## config.mk

```make
export PLATFORM = sky130hd
export DESIGN_NAME = gen_pixel_multi
export DESIGN_NICKNAME = d
export VERILOG_FILES = /design/src/rtl/gen_pixel_multi.sv
export SDC_FILE = /design/constraint.sdc
export NUM_CORES = 1
export LEC_CHECK = 0
export CAP_MARGIN = 20
export CORE_MARGIN = 3
export CORE_UTILIZATION = 35
export DETAILED_ROUTE_END_ITERATION = 7
export PLACE_DENSITY_LB_ADDON = 0.08
export SETUP_SLACK_MARGIN = 0.1
export SLEW_MARGIN = 0
export SYNTH_ARGS = -nofsm -noshare
export SYNTH_HDL_FRONTEND = slang
export SYNTH_SLANG_ARGS = --single-unit
```

## constraint.sdc

```tcl
create_clock -name pixclk -period 11.9 [get_ports pixclk]
set_input_delay 2.38 -clock pixclk [delete_from_list [all_inputs] [get_ports pixclk]]
set_output_delay 2.38 -clock pixclk [all_outputs]
set_load 0.005 [all_outputs]
```

## src/rtl/gen_pixel_multi.sv

```systemverilog
// Parametrised raster timing generator with selectable test patterns.
// Every output is registered from the same (cX,cY) pair, so all outputs stay mutually aligned.
module gen_pixel_multi #(
   parameter int WIDTH       = 640,
   parameter int HEIGHT      = 480,
   parameter int XFPORCH     = 16,
   parameter int XSYNC       = 96,
   parameter int XBLANK      = 160,
   parameter int YFPORCH     = 10,
   parameter int YSYNC       = 2,
   parameter int YBLANK      = 45,
   parameter int COOR_WIDTH  = 12,
   parameter bit HSYNC_POL   = 1'b1,
   parameter bit VSYNC_POL   = 1'b1,
   parameter int BANDS       = 4,
   parameter int CHECK_SHIFT = 5
) (
   input  logic                  pixclk,
   input  logic                  rst,
   input  logic                  en,
   input  logic [1:0]            mode,
   input  logic [23:0]           solid_rgb,
   output logic                  hSync,
   output logic                  vSync,
   output logic                  DrawArea,
   output logic [23:0]           pixel,
   output logic [COOR_WIDTH-1:0] xOut,
   output logic [COOR_WIDTH-1:0] yOut,
   output logic                  frame_start,
   output logic [15:0]           frame_cnt
);

   localparam int W2 = 2 * COOR_WIDTH;

   localparam logic [COOR_WIDTH-1:0] X_LAST = COOR_WIDTH'(WIDTH + XBLANK - 1);
   localparam logic [COOR_WIDTH-1:0] Y_LAST = COOR_WIDTH'(HEIGHT + YBLANK - 1);
   localparam logic [COOR_WIDTH-1:0] X_ACT  = COOR_WIDTH'(WIDTH);
   localparam logic [COOR_WIDTH-1:0] Y_ACT  = COOR_WIDTH'(HEIGHT);
   localparam logic [COOR_WIDTH-1:0] HS_BEG = COOR_WIDTH'(WIDTH + XFPORCH);
   localparam logic [COOR_WIDTH-1:0] HS_END = COOR_WIDTH'(WIDTH + XFPORCH + XSYNC);
   localparam logic [COOR_WIDTH-1:0] VS_BEG = COOR_WIDTH'(HEIGHT + YFPORCH);
   localparam logic [COOR_WIDTH-1:0] VS_END = COOR_WIDTH'(HEIGHT + YFPORCH + YSYNC);

   logic [COOR_WIDTH-1:0] r_cx;
   logic [COOR_WIDTH-1:0] r_cy;
   logic [1:0]            r_mode;
   logic [23:0]           r_solid;
   logic                  r_hsync;
   logic                  r_vsync;
   logic                  r_draw;
   logic [23:0]           r_pixel;
   logic [COOR_WIDTH-1:0] r_xout;
   logic [COOR_WIDTH-1:0] r_yout;
   logic                  r_fstart;
   logic [15:0]           r_fcnt;

   logic                  w_x_last;
   logic                  w_y_last;
   logic                  w_draw;
   logic                  w_hact;
   logic                  w_vact;
   logic [W2-1:0]         w_k;
   logic [7:0]            w_gray;
   logic [2:0]            w_bar;
   logic                  w_check;
   logic [23:0]           w_pattern;

   assign w_x_last = (r_cx == X_LAST);
   assign w_y_last = (r_cy == Y_LAST);
   assign w_draw   = (r_cx < X_ACT) && (r_cy < Y_ACT);
   assign w_hact   = (r_cx >= HS_BEG) && (r_cx < HS_END);
   assign w_vact   = (r_cy >= VS_BEG) && (r_cy < VS_END);

   // Band index and level are computed at double width so nothing is lost before the divide.
   assign w_k     = (W2'(r_cy) * W2'(BANDS)) / W2'(HEIGHT);
   assign w_gray  = 8'(W2'(255) - (w_k * W2'(255)) / W2'(BANDS - 1));
   assign w_bar   = 3'((W2'(r_cx) * W2'(8)) / W2'(WIDTH));
   assign w_check = r_cx[CHECK_SHIFT] ^ r_cy[CHECK_SHIFT];

   // NOTE: assign a default before the case so no path leaves w_pattern unassigned (no latch).
   always_comb begin
      w_pattern = r_solid;
      case (r_mode)
         2'd0:    w_pattern = {3{w_gray}};
         // Bar order white..black maps to r=~bar[1], g=~bar[2], b=~bar[0].
         2'd1:    w_pattern = {{8{~w_bar[1]}}, {8{~w_bar[2]}}, {8{~w_bar[0]}}};
         2'd2:    w_pattern = w_check ? 24'h000000 : 24'hffffff;
         default: w_pattern = r_solid;
      endcase
   end

   // NOTE: sequential state uses non-blocking assignments so every register samples pre-edge values.
   always_ff @(posedge pixclk) begin
      if (rst) begin
         r_cx     <= '0;
         r_cy     <= '0;
         r_mode   <= 2'd0;
         r_solid  <= 24'h0;
         r_hsync  <= ~HSYNC_POL;
         r_vsync  <= ~VSYNC_POL;
         r_draw   <= 1'b0;
         r_pixel  <= 24'h0;
         r_xout   <= '0;
         r_yout   <= '0;
         r_fstart <= 1'b0;
         r_fcnt   <= 16'h0;
      end else if (en) begin
         r_cx <= w_x_last ? '0 : r_cx + COOR_WIDTH'(1);
         if (w_x_last) begin
            r_cy <= w_y_last ? '0 : r_cy + COOR_WIDTH'(1);
         end
         // Pattern selection only changes across the frame wrap.
         if (w_x_last && w_y_last) begin
            r_mode  <= mode;
            r_solid <= solid_rgb;
            r_fcnt  <= r_fcnt + 16'd1;
         end
         r_hsync  <= w_hact ? HSYNC_POL : ~HSYNC_POL;
         r_vsync  <= w_vact ? VSYNC_POL : ~VSYNC_POL;
         r_draw   <= w_draw;
         r_pixel  <= w_draw ? w_pattern : 24'h0;
         r_xout   <= r_cx;
         r_yout   <= r_cy;
         r_fstart <= (r_cx == '0) && (r_cy == '0);
      end
   end

   assign hSync       = r_hsync;
   assign vSync       = r_vsync;
   assign DrawArea    = r_draw;
   assign pixel       = r_pixel;
   assign xOut        = r_xout;
   assign yOut        = r_yout;
   assign frame_start = r_fstart;
   assign frame_cnt   = r_fcnt;

endmodule

```

After elaboration in Yosys (flattened, before gate mapping)
Cells that the tools add are included.
{ "classes": {"addsub": 4, "n_bitwise": 4, "reduce_logical": 10, "eq_ne": 4, "muxes": 7, "n_div": 3, "order_cmp": 6, "n_mul": 1} }
{ "ops": {"columns": ["cell", "count"], "rows": [
  ["one-hot mux 24 bit (3 select lines)", 1],
  ["2-to-1 mux 24 bit", 2],
  ["adder 12 x 1 -> 12 bit, second input constant", 2],
  ["divider 14 x 9 -> 24 bit, second input constant", 1],
  ["divider 15 x 10 -> 24 bit, second input constant", 1],
  ["divider 24 x 2 -> 24 bit, second input constant", 1],
  ["equality test 12 x 10 -> 1 bit, second input constant", 2],
  ["logical NOT 12 bit", 2],
  ["less-than comparator 12 x 10 -> 1 bit, second input constant", 2],
  ["less-than comparator 12 x 9 -> 1 bit, second input constant", 2],
  ["multiplier 24 x 8 -> 24 bit, second input constant", 1],
  ["2-to-1 mux 12 bit", 2],
  ["adder 16 x 1 -> 16 bit, second input constant", 1],
  [">= comparator 12 x 10 -> 1 bit, second input constant", 1],
  [">= comparator 12 x 9 -> 1 bit, second input constant", 1],
  ["subtractor 8 bit, first input constant", 1],
  ["logical AND 1 bit", 5],
  ["AND reduction 2 bit", 2],
  ["inverter 1 bit", 3],
  ["equality test 2 x 1 -> 1 bit, second input constant", 1],
  ["equality test 2 bit, second input constant", 1],
  ["logical NOT 2 bit", 1],
  ["2-to-1 mux 1 bit", 2],
  ["bitwise XOR 1 bit", 1]
]} }
{ "totals": {"word_cells": 51, "ff_bits": 118, "in_bits": 29} }

Longest topological paths before layout
{ "depth": {"depth_word": 6, "depth_mapped": 51, "mapped_depth_nobuf": 45} }

Least setup slack after synthesis
OpenSTA, ideal clock, no wires.
{ "synth_path": {"path_kind": "register to register", "startpoint": "register r_cy[9]", "endpoint": "register r_pixel[16], in the netlist pixel[16]", "n_path_buf": 6, "setup_ns": 0.074, "setup_slack_ns": 0.754, "stages_incl_launch_ff": 48, "arrival_ns": 11.072, "period_less_slack_ns": 11.146, "t_required_ns": 11.826, "path_cell_list": "dfxtp_1 clkbuf_1 and3_1 ha_1 clkbuf_1 a31oi_1 o22a_1 a211oi_1 o21ai_1 o211ai_1 and3_1 or2_2 clkbuf_1 a2111oi_0 o31a_1 o41ai_1 a211oi_2 inv_1 [12 not listed] nor2_2 nand4bb_1 o211a_4 nand2_1 o2bb2a_1 o211a_4 nand3_2 o211a_1 or4_1 buf_2 a31o_4 and3_1 or3_4 ha_1 nor2_1 o311a_1 o211ai_1 a31oi_1"} }
{ "synth_between": {"elab_chain_len": 6, "elab_cells_between_ends": 8, "classes_between": "add/sub (1); mul (1); div (2); order compare (1); mux (2); reduce/logical (1)"} }
{ "synth_lines": {"columns": ["item", "line", "text"], "rows": [
  ["from (decl)", "45", "logic [COOR_WIDTH-1:0] r_cy;"],
  ["from (signal assigned)", "110", "r_cy <= w_y_last ? '0 : r_cy + COOR_WIDTH'(1);"],
  ["divider 14 x 9 -> 24 bit", "75", "assign w_k = (W2'(r_cy) * W2'(BANDS)) / W2'(HEIGHT);"],
  ["multiplier 24 x 8 -> 24 bit", "76", "assign w_gray = 8'(W2'(255) - (w_k * W2'(255)) / W2'(BANDS - 1));"],
  ["divider 24 x 2 -> 24 bit", "76", null],
  ["subtractor 8 bit", "76", null],
  ["one-hot mux 24 bit (3 select lines)", "83", "case (r_mode)"],
  ["2-to-1 mux 24 bit (*)", "121", "r_pixel <= w_draw ? w_pattern : 24'h0;"],
  ["to (signal assigned)", "121", null],
  ["to (decl)", "51", "logic [23:0] r_pixel;"]
]} }
Every way passes the cells marked *; elsewhere a longest branch is shown, timed or not.
A chain may end at the register's enable or synchronous reset.

Worst setup path after layout
{ "layout_path": {"startpoint": "register r_cy[0]", "endpoint": "register r_pixel[1], in the netlist pixel[1]"} }
Same word-level chain as after synthesis.

==> results.yml <==
placed_design:
  dpl.hpwl_um: 16800
  port_buffers: 96
  place.gp.congestion: 0.847
cts:
  cts_buffers: 17
  clk_path_buf_depth: 2
  tritoncts: "yes"
  insertion_delay_ps: 420
  clk_pin_slew_ps: 60
  h-tree-depth: 4
  clock_sink_count: 118
  clockRootBuffer: "clkbuf_16"
yosys:
  synth_most_common_cell: "nand2_1"
  synth-main-ff-cell: "dfxtp_1"
  netlist_area_um2: 8490
  synth.area.top_cells: "dfxtp_1, nand2_1, ha_1"
  yosysSeqAreaShare_pct: 27.8
  ys_ff_latch: 118
  synth_edf_count: 0
  synthCells: 1093
  synthArstFlopShare_pct: 0
  synthTopCellsByCount: "nand2_1, dfxtp_1, nor2_1"
  yosys_warnings: 0
  yosys.area.top_type: "dfxtp_1"
  avgSynthCellArea_um2: 7.76
  syn_nets: 1185
  yosysTopAreaCellShare_pct: 27.8
  yosysUniqueCellTypes: 90
sta:
  fin_hold_ws_ps: 450
  fin_crit_sh_pct: 93.7
  hold_viol: 0
  rsz0062_at_grt: "false"
  relSlewSlack_pct: 37.0
  maxSlewViolCount: 0
  clock.fmax_mhz: 89.7
  finalSetupTns_ps: 0
  setup_violations: 0
  worstMarginPinSlew_ps: 939
  period_needed_ps: 11150
  clock_skew_ps: 7.83
floorplan:
  die_h_um: 162
  start_util_pct: 35.8
  core-area_um2: 23700
  fp-row-count: 56
  die-width_um: 162
  die_area_um2: 26200
  io_pins: 97
drt:
  drt_wl_total_um: 23400
  detail-route-antenna-nets: 0
  drc: 0
  drt_iter0_markers: 436
  vias_per_cell: 5.25
  wl_per_cell_um: 15.6
  firstDrtPassIters: 4
  vias: 7861
global_route:
  antenna_found_initial: 0
  grt_pass1_vias: 7648
  globalRouteTotalUtil_pct: 17.9
  grt_max_degree: 62
  grt_first_pass_wirelength_um: 38900
  grt_overflow: 0
cells_and_area:
  drive_above_1_share_pct: 7.72
  area_delta_synth_final_pct: 23.0
  final_nets: 1258
  fill_cells: 2452
  diodes: 0
worst_setup_path:
  slowest_stage: "or4_4"
  critPathMaxStageDelay_ps: 560
  critical_path_required_ps: 12230
  worstSetupEndpointType: "register"
  cp.arrival_ps: 11480
  worstSetupPathType: "register to register"
  crit_fanout: 14
  start_kind: "register"
hold_path:
  hold_path_class: "register to register"
power_and_ir_drop:
  power.leakage_nw: 4.15
  ir_worst_vdd_uv: 83.0
  pwr_density_cell_nw_per_um2: 96.8
job:
  timing.max_cap.violations: 0
status:
  status: "completed"
-- cell families after synthesis --
group / Yosys count / synth area share [%]
flip-flops: 118 / 27.8
AO/OA/AOI/OAI: 285 / 23.4
buffers and inverters: 131 / 5.94
multiplexers: 34 / 4.07
XOR/XNOR: 42 / 4.33
adder cells (fa/ha/maj): 63 / 11.1
AND/OR/NAND/NOR: 420 / 23.4
-- metrics by stage --
stage               util (%)  cell area, µm²  setup WS [ps]  power, W  cells
floorplan                  -            8490            754  0.000437   1093
global route            44.1           10400           18.8   0.00104   1498
global placement        41.1            9730            446  0.000467   1463
finish                  44.1           10400            750   0.00101   1498
detailed placement      41.1            9730            230  0.000467   1463
CTS                     43.7           10300            191   0.00102   1495
-- worst paths after layout --
path	start	slack (ps)	to	cells after the start
worst max-delay path	r_cy[0]	750	pixel[1]	42
worst min-delay path	r_solid[1]	450	r_solid[1]	2
worst max register to register	r_cy[0]	750	pixel[1]	42
worst min register to register	r_solid[1]	450	r_solid[1]	2
-- timing repair --
item,CTS,global route
hold buffers,0,0
resized for setup,0,13
setup endpoints to repair,0,12
buffers inserted,0,2
-- layer usage --
layer / global-route usage [%] / vias up / wire (µm)
li1: - / 4049 / -
met1: 23.9 / 3643 / 11100
met2: 29.9 / 145 / 10900
met3: 3.60 / 24 / 1050
met4: 4.58 / 0 / 303
met5: 0 / - / 0
-- report_power, final --
group	internal, W	switching [W]
combinational	0.0000269	0.0000236
clock	0.000356	0.000196
sequential	0.000402	0.00000486
total	0.000785	0.000225
-- registers in the layout, indices dropped and copies added, names as in the netlist, 2 cells and up --
| name | count |
|---|---|
| yOut | 12 |
| pixel | 24 |
| frame_cnt | 16 |
| r_solid | 24 |
| r_cx | 12 |
| xOut | 12 |
| r_cy | 12 |
| r_mode | 2 |
-- layout by cell type (no fill, tap or decap), drive strengths merged, types with 13 or more instances in the layout --
cell type and count:
a211oi 14, a21oi 99, a31oi 14, and3 13
buf 22, clkbuf 20, clkdlybuf4s50 94, dfxtp 118
fa 20, ha 43, inv 69, mux2i 30
nand2 145, nand3 35, nand4 19, nor2 108
nor3 32, o21ai 42, o221ai 19, or3 16
xnor2 22, xor2 20
-- cell type report --
class	count	area, µm²	area share, %
clock inverters	12	176	1.69
repair buffers	116	1120	10.8
flip-flops and latches	118	2360	22.7
inverters	69	259	2.48
clock buffers	20	447	4.28
multi-input cells	844	5670	54.3
well taps	319	399	3.82
-- critical path: cells and delay by family (launching register included) --
family,cells,cell delay (ps)
AND/OR/NAND/NOR,7,2080
buffers and inverters,6,660
AO/OA/AOI/OAI,21,4670
adder cells (fa/ha/maj),7,2760
flip-flops,1,420
XOR/XNOR,1,450
Power figures use the tool's default switching activity.
